[src/rtl/tx_sched.sv]
// tx_sched: bus-access scheduler; times rx idle in bit periods, adds priority + backoff slot, grants tx_permit (LFSR backoff with TX_SCHED_LFSR_EN).
// Latency: tx_permit rises one clk after PERMIT is entered; all outputs registered, no input-to-output comb path.
// Backpressure: none; the serializer takes the grant via tx_en, and unread=0 holds the grant off in SLOT.
module tx_sched #(
    parameter int          BACKOFF_MAX_EXP = 4,
    parameter logic [15:0] LFSR_SEED       = 16'hACE1
) (
    input  logic        clk,
    input  logic        reset_n,
    input  logic [15:0] div_ls,
    input  logic [7:0]  idle_len,
    input  logic [9:0]  permit_len,
    input  logic        rx,
    input  logic        unread,
    input  logic        tx_en,
    input  logic        cd,
    input  logic        cd_err,
    input  logic        read_done,
    input  logic        abort,
    output logic        tx_permit,
    output logic        bus_idle,
    output logic [2:0]  backoff_exp
);

    typedef enum logic [1:0] {WAIT_IDLE, SLOT, PERMIT, BUSY} state_t;

    localparam logic [2:0]  EXP_MAX      = 3'(BACKOFF_MAX_EXP);
    localparam logic [10:0] IDLE_CNT_MAX = 11'd1023;
    localparam logic [10:0] SLOT_CNT_MAX = 11'd2047;

    state_t      state;
    state_t      state_nxt;
    logic [15:0] div_cnt;
    logic [10:0] bit_cnt;
    logic [10:0] bit_cnt_inc;
    logic [10:0] slot_tgt;
    logic [10:0] backoff_val;
    logic        line_quiet;
    logic        bit_tick;
    logic        idle_hit;
    logic        slot_hit;
    logic        slot_enter;
    logic        tx_permit_d;
    logic        bus_idle_d;

    assign line_quiet  = rx && !tx_en;
    assign bit_tick    = line_quiet && (div_cnt >= div_ls);
    assign bit_cnt_inc = bit_cnt + 11'd1;
    // Compare against the post-increment count so the threshold is met on the tick itself.
    assign idle_hit    = bit_tick && (bit_cnt_inc >= {3'b000, idle_len});
    assign slot_hit    = (bit_cnt >= slot_tgt) || (bit_tick && (bit_cnt_inc >= slot_tgt));
    assign slot_enter  = (state == WAIT_IDLE) && (state_nxt == SLOT);

`ifdef TX_SCHED_LFSR_EN
    logic [15:0] lfsr;
    logic [9:0]  bo_mask;

    always_ff @(posedge clk or negedge reset_n) begin
        if (!reset_n) begin
            lfsr <= LFSR_SEED;
        end else begin
            lfsr <= {lfsr[14:0], lfsr[15] ^ lfsr[13] ^ lfsr[12] ^ lfsr[10]};
        end
    end

    assign bo_mask     = (10'd1 << backoff_exp) - 10'd1;
    assign backoff_val = {1'b0, lfsr[9:0] & bo_mask};
`else
    logic unused_seed;
    assign unused_seed = ^LFSR_SEED;
    assign backoff_val = {7'b0000000, backoff_exp, 1'b0};
`endif

    always_ff @(posedge clk or negedge reset_n) begin
        if (!reset_n) begin
            div_cnt <= 16'd0;
        end else if (!line_quiet || abort || bit_tick) begin
            div_cnt <= 16'd0;
        end else begin
            div_cnt <= div_cnt + 16'd1;
        end
    end

    always_ff @(posedge clk or negedge reset_n) begin
        if (!reset_n) begin
            bit_cnt <= 11'd0;
        end else if (!line_quiet || abort || slot_enter) begin
            bit_cnt <= 11'd0;
        end else if (bit_tick) begin
            if (state == WAIT_IDLE) begin
                bit_cnt <= (bit_cnt >= IDLE_CNT_MAX) ? IDLE_CNT_MAX : bit_cnt_inc;
            end else begin
                bit_cnt <= (bit_cnt == SLOT_CNT_MAX) ? SLOT_CNT_MAX : bit_cnt_inc;
            end
        end
    end

    always_ff @(posedge clk or negedge reset_n) begin
        if (!reset_n) begin
            slot_tgt <= 11'd0;
        end else if (slot_enter) begin
            slot_tgt <= {1'b0, permit_len} + backoff_val;
        end
    end

    // Completion or give-up resets the window and outranks a simultaneous collision.
    always_ff @(posedge clk or negedge reset_n) begin
        if (!reset_n) begin
            backoff_exp <= 3'd0;
        end else if (abort || read_done || cd_err) begin
            backoff_exp <= 3'd0;
        end else if (cd && (backoff_exp < EXP_MAX)) begin
            backoff_exp <= backoff_exp + 3'd1;
        end
    end

    always_ff @(posedge clk or negedge reset_n) begin
        if (!reset_n) begin
            state <= WAIT_IDLE;
        end else begin
            state <= state_nxt;
        end
    end

    always_comb begin
        state_nxt = state;
        if (abort) begin
            state_nxt = WAIT_IDLE;
        end else begin
            case (state)
                WAIT_IDLE: if (idle_hit) state_nxt = SLOT;
                SLOT: begin
                    if (!rx)                      state_nxt = WAIT_IDLE;
                    else if (slot_hit && unread)  state_nxt = PERMIT;
                end
                // The serializer's own drive shows up on rx, so tx_en is looked at first.
                PERMIT: begin
                    if (tx_en)                    state_nxt = BUSY;
                    else if (!rx)                 state_nxt = WAIT_IDLE;
                end
                BUSY: if (!tx_en) state_nxt = WAIT_IDLE;
                default: state_nxt = WAIT_IDLE;
            endcase
        end
    end

    always_comb begin
        tx_permit_d = (state == PERMIT) && (state_nxt == PERMIT);
        bus_idle_d  = (state_nxt == SLOT) || (state_nxt == PERMIT);
    end

    always_ff @(posedge clk or negedge reset_n) begin
        if (!reset_n) begin
            tx_permit <= 1'b0;
            bus_idle  <= 1'b0;
        end else begin
            tx_permit <= tx_permit_d;
            bus_idle  <= bus_idle_d;
        end
    end

endmodule

[config.mk]
export PLATFORM = sky130hd
export DESIGN_NAME = tx_sched
export DESIGN_NICKNAME = d
export VERILOG_FILES = /design/src/rtl/tx_sched.sv
export SDC_FILE = /design/constraint.sdc
export NUM_CORES = 1
export LEC_CHECK = 0
export BUFFER_PORTS_ARGS = -buffer_cell sky130_fd_sc_hd__buf_2
export CAP_MARGIN = 20
export CORE_AREA = 2 2 92 94
export CTS_CLUSTER_SIZE = 28
export DETAILED_ROUTE_END_ITERATION = 7
export DIE_AREA = 0 0 94 96
export SYNTH_ARGS = -nofsm -noshare
export SYNTH_HDL_FRONTEND = slang
export SYNTH_SLANG_ARGS = --single-unit
export TNS_END_PERCENT = 20
[constraint.sdc]
create_clock -name clk -period 9.8 [get_ports clk]
set_clock_uncertainty 0.2 [all_clocks]
set_input_delay 0.98 -clock clk [delete_from_list [all_inputs] [get_ports clk]]
set_output_delay 0.98 -clock clk [all_outputs]
set_load 0.02 [all_outputs]
# == Word level (Yosys, flattened, before mapping) ==
# Index checks and enable logic that the tools add are counted.
# totals
reg_bits,45
input_bits,43
elab_cells,59
# op_classes
n_reduce_logical,20
n_mux,16
n_eq_ne,6
n_lt_le_gt_ge,6
addsub,4
# ops
cell,count
$mux W11,5
$ge A11 B11 Y1,2
$add A16 B1 Y16 const B,1
$ge A16 B16 Y1,1
$mux W16,1
$mux W2,7
$add A10 B4 Y11,1
$add A11 B1 Y11 const B,1
$eq A11 B11 Y1 const B,1
$ge A11 B10 Y1 const B,1
$ge A11 B8 Y1,1
$logic_and A1 B1 Y1,8
$pmux W2 S4,1
$logic_or A1 B1 Y1,7
$eq A2 B2 Y1 const B,3
$mux W3,2
$eq A2 B1 Y1 const B,2
$reduce_bool A2 Y1,2
$add A3 B1 Y3 const B,1
$lt A3 B3 Y1 const B,1
$logic_not A1 Y1,2
$logic_not A2 Y1,1

# == Longest topological paths before layout ==
# depth
depth_word,14
mapped_depth,17

# == Worst setup path after synthesis ==
# OpenSTA, ideal clock, no wires.
# synth_path
kind,input -> register
from,input div_ls[0]
to,register slot_tgt[0]
t_required_ps,9475
setup_ps,125
cell_stages,12
arrival_time_ps,3456
slack_ps,6019
cell_sequence,ha_1 > nand2b_4 > a2111oi_4 > a2111oi_1 > o41a_1 > buf_2 > a31oi_1 > nor2b_1 > ha_1 > nand2_1 > clkbuf_1 > mux2_2
# synth_via
elab_chain_cells,11
elab_cells_between_ends,13
cone_classes,1 x order compare; 1 x eq/ne; 5 x mux; 6 x reduce/logical
# synth_lines
element,line_no,rtl
start: declaration,10,"input logic [15:0] div_ls,"
$ge A16 B16 Y1 *,47,assign bit_tick = line_quiet && (div_cnt >= div_ls);
$logic_and A1 B1 Y1 *,47,
$logic_and A1 B1 Y1,51,assign slot_hit = (bit_cnt >= slot_tgt) || (bit_tick && (bit_cnt_inc >= slot_tgt));
$logic_or A1 B1 Y1,51,
$logic_and A1 B1 Y1,134,else if (slot_hit && unread) state_nxt = PERMIT;
$mux W2,134,
$mux W2,133,if (!rx) state_nxt = WAIT_IDLE;
$pmux W2 S4 *,130,case (state)
$mux W2 *,127,if (abort) begin
via state_nxt[0],32,state_t state_nxt;
$eq A2 B1 Y1 *,52,assign slot_enter = (state == WAIT_IDLE) && (state_nxt == SLOT);
$logic_and A1 B1 Y1 *,52,
end signal: assignment,102,"slot_tgt <= {1'b0, permit_len} + backoff_val;"
end: declaration,36,logic [10:0] slot_tgt;
# The timed path passes the listed nets; every way through them passes the cells marked *.
# A chain may end at the register's enable or synchronous reset.

# == Worst setup path in the final report ==
# layout_path
from,register bit_cnt[0]
to,register bit_cnt[9]
# layout_via
elab_chain_cells,13
elab_cells_between_ends,24
cone_classes,1 x add/sub; 4 x order compare; 2 x eq/ne; 10 x mux; 7 x reduce/logical
# layout_lines
element,line_no,rtl
start: declaration,34,logic [10:0] bit_cnt;
start signal: assignment,91,bit_cnt <= (bit_cnt >= IDLE_CNT_MAX) ? IDLE_CNT_MAX : bit_cnt_inc;
start signal: assignment,93,bit_cnt <= (bit_cnt == SLOT_CNT_MAX) ? SLOT_CNT_MAX : bit_cnt_inc;
$add A11 B1 Y11,48,assign bit_cnt_inc = bit_cnt + 11'd1;
$ge A11 B11 Y1,51,
$logic_and A1 B1 Y1,51,
$logic_or A1 B1 Y1,51,
$logic_and A1 B1 Y1,134,
$mux W2,134,
$mux W2,133,
$pmux W2 S4 *,130,
$mux W2 *,127,
via state_nxt[0],32,
$eq A2 B1 Y1 *,52,
$logic_and A1 B1 Y1 *,52,
$logic_or A1 B1 Y1 *,87,end else if (!line_quiet || abort || slot_enter) begin
$mux W11 or $reduce_bool A2 Y1 (tied branches),--,
# The timed path passes the listed nets; every way through them passes the cells marked *. The select of a mux whose other input is x is not followed.

==> run_results.csv <==
group,metric,value,unit
grt,grt_pass1_wl,13000,um
worst_setup_path,r2r_slack,5170,ps
sta,hold_slack,284,ps
worst_hold_path,min_from,"slot_tgt[4]$_DFFE_PN0P_",
worst_setup_path,critPathKind,"register to register",
cts,cts_inserted_buffers,5,
floorplanning,dieWidth,94,um
placement,numPortBuffers,47,
sta,tns,0,ps
floorplanning,die_area,9020,um^2
worst_hold_path,min_to,"slot_tgt[4]$_DFFE_PN0P_",
route,drtAntennaViolNets,0,
cts,numClockSinks,45,
route,num_vias,2869,
floorplanning,fp.dieH,96,um
outcome,status,"finished clean",
synth,synth_edf_count,0,
pwr,power_density,96.2,nW/um^2
cts,cts_tree,"yes",
cells_and_area,drive_gt1_share,16.5,%
worst_setup_path,end_kind,"register",
grt,grt_max_degree,46,
grt,grt_pass1_vias,2960,
cts,clk_latency,300,ps
route,viasPerCell,5.24,
cts,max-clock-path-buffers,2,
sta,hold_viol_final,0,
synth,seq_area_frac_synth,31.4,%
grt,grt_util_all_layers,18.0,%
route,first_pass_iters,4,
floorplanning,io-pin-count,48,
sta,worstMarginPinSlew,1070,ps
synth,synth_warnings,0,
job,cap_viol_max_count,0,
floorplanning,core_area,8050,um^2
worst_setup_path,r2r_start,"bit_cnt[0]$_DFFE_PN0P_",
cells_and_area,layout.nets,540,
cts,clk_pin_slew,90,ps
synth,synth-async-reset-ratio,100,%
sta,min_period_over_period,47.3,%
worst_setup_path,crit_required,9750,ps
route,initialDrtViolationCount,143,
worst_setup_path,critPathMaxStageDelay,500,ps
cts,cts_resized,0,
worst_setup_path,slowest_stage,"dfrtp_1",
pwr,leakage,2.00,nW
route,avgRoutedWirePerCell,13.4,um
cells_and_area,final_common_cell,"ha_1",
floorplanning,start_util,44.5,%
cts,cts_setup_buffers,0,
worst_hold_path,min_path_type,"register to register",
sta,drv_slew,0,
worst_setup_path,cp.arrival,4580,ps
sta,slew_headroom,28.9,%
cells_and_area,final_cell_mix,"ha_1, inv_1, buf_2",
cts,cts_hold_buf,0,
synth,syn_area,3580,um^2
worst_setup_path,crit_fanout,21,
worst_setup_path,r2r-end,"bit_cnt[9]$_DFFE_PN0P_",
cells_and_area,fillers,801,
sta,finalWorstSetupSlack,5170,ps
sta,rsz0062_at_grt,"no",
cts,root_buffer,"clkbuf_8",
cells_and_area,area_growth,12.9,%
worst_setup_path,crit_chain,"ha_1 > and3_1 > nand3_1 > xnor2_1 > ha_1 > nand4_1 > a211oi_1 > a2111oi_0 > o21ai_0 > a32oi_1 > nor2b_1 > ha_1 > nand2_1 > nand2b_1 > a311oi_1",
worst_hold_path,whs_path_depth,2,
floorplanning,rows,33,
worst_setup_path,r2r_cells,15,
placement,dp_hpwl,5900,um
synth,avgSynthCellArea,9.05,um^2
route,wl,7340,um
synth,netlist_instances,396,
sta,fmax,216,MHz
synth,synth_fp_nets,494,
worst_setup_path,cp_common_cell,"ha_1",
cts,htree_levels,2,
synth,ys_ff_latch,45,
cells_and_area,post-route-util,50.2,%
pwr,irDropWorstVdd,44.1,uV
placement,place.gp.congestion,0.853,
cells_and_area,antennaDiodeCount,0,
route,drc,0,
placement,place_ws,4870,ps
grt,antenna_found_initial,0,
sta,finalSetupViolCount,0,
sta,finalCriticalPeriod,4630,ps
synth,synth_cell_types,50,
synth,synth_ff_type,"dfrtp_1",
grt,overflow,0,
worst_setup_path,critPathLaunchType,"register",
[Yosys cell counts, types with 2 or more instances]
cell / count / area, um^2
a2111oi_0: 2 / 17.5
a211o_1: 2 / 17.5
a211oi_1: 6 / 45.0
a21boi_0: 2 / 15.0
a21o_1: 7 / 52.6
a21oi_1: 16 / 80.1
a311oi_1: 7 / 61.3
a31oi_1: 4 / 25.0
and3_1: 6 / 37.5
and4_1: 3 / 26.3
buf_1: 2 / 7.51
buf_6: 2 / 22.5
clkbuf_1: 3 / 11.3
dfrtp_1: 45 / 1130
ha_1: 54 / 676
inv_1: 53 / 199
mux2_2: 2 / 22.5
nand2_1: 25 / 93.8
nand2b_1: 5 / 31.3
nand3_1: 13 / 65.1
nand3b_1: 4 / 30.0
nand4_1: 10 / 62.6
nor2_1: 33 / 124
nor2_2: 2 / 12.5
nor2_4: 8 / 90.1
nor2b_1: 5 / 31.3
nor3_1: 4 / 20.0
o2111ai_1: 2 / 17.5
o21ai_0: 19 / 95.1
or3_1: 2 / 12.5
xnor2_1: 17 / 149
xor2_1: 13 / 114
[cell type report]
class / instances / area, um^2 / share of cell area, %
clock inverter: 3 / 68.8 / 1.70
timing repair buffer: 48 / 255 / 6.31
tap: 105 / 131 / 3.25
sequential: 45 / 1130 / 27.8
multi-input combinational: 289 / 2200 / 54.3
clock buffer: 5 / 68.8 / 1.70
inverter: 53 / 199 / 4.92
[through the flow]
stage / area [um^2] / power (mW) / std cells
finish: 4050 / 0.389 / 548
global route: 4050 / 0.404 / 548
CTS: 4030 / 0.394 / 547
detailed placement: 3890 / 0.222 / 539
global placement: 3890 / 0.221 / 539
floorplan: 3580 / 0.206 / 396
[report_power, final]
part,total [mW],switching [mW],internal [mW]
sequential,0.187,0.000672,0.186
clock,0.171,0.0685,0.103
combinational,0.0316,0.0172,0.0144
total,0.389,0.0863,0.303
[kinds of logic (layout without fill, tap and decap cells)]
| group | count (synthesis) | in the layout | synth area share, % |
|---|---|---|---|
| and+or+nand+nor | 126 | 126 | 19.1 |
| muxes | 2 | 2 | 0.629 |
| DFF | 45 | 45 | 31.4 |
| adders and majority gates | 55 | 55 | 19.4 |
| AOI/OAI and AO/OA | 76 | 76 | 14.8 |
| xor gates and xnor gates | 30 | 30 | 7.33 |
| buffers and inverters | 62 | 109 | 7.26 |
[how the worst max path moves through the flow]
stage	slack (ps)	startpoint	end	cells after the start
5_1_grt	4660	bit_cnt[0]$_DFFE_PN0P_	bit_cnt[9]$_DFFE_PN0P_	15
3_3_place_gp	4950	div_ls[0]	bit_cnt[2]$_DFFE_PN0P_	12
2_1_floorplan	6020	div_ls[0]	slot_tgt[0]$_DFFE_PN0P_	12
4_1_cts	5160	bit_cnt[0]$_DFFE_PN0P_	bit_cnt[9]$_DFFE_PN0P_	15
6_report	5170	bit_cnt[0]$_DFFE_PN0P_	bit_cnt[9]$_DFFE_PN0P_	15
3_5_place_dp	4870	div_ls[0]	bit_cnt[9]$_DFFE_PN0P_	12
[flip-flops by register name, summed over array words and instances, names as in the netlist]
signal,flops
backoff_exp,3
slot_tgt,11
bus_idle,1
div_cnt,16
tx_permit,1
state,2
bit_cnt,11
[critical path, delay by kind of cell (launching register included)]
kind                     cells  cell delay (ps)
AO/OA/AOI/OAI                5             1070
adder cells (fa/ha/maj)      3              810
XOR/XNOR                     1              360
flip-flops                   1              500
AND/OR/NAND/NOR              6             1550
[metal layers]
metal,global-route usage (%),up-vias,share of wire [%]
li1,-,1476,-
met1,21.8,1336,46
met2,33.6,52,50
met3,2.58,5,3.4
met4,4.35,0,0.85
met5,0,-,0
No activity file was read; power rests on OpenSTA's default activity.
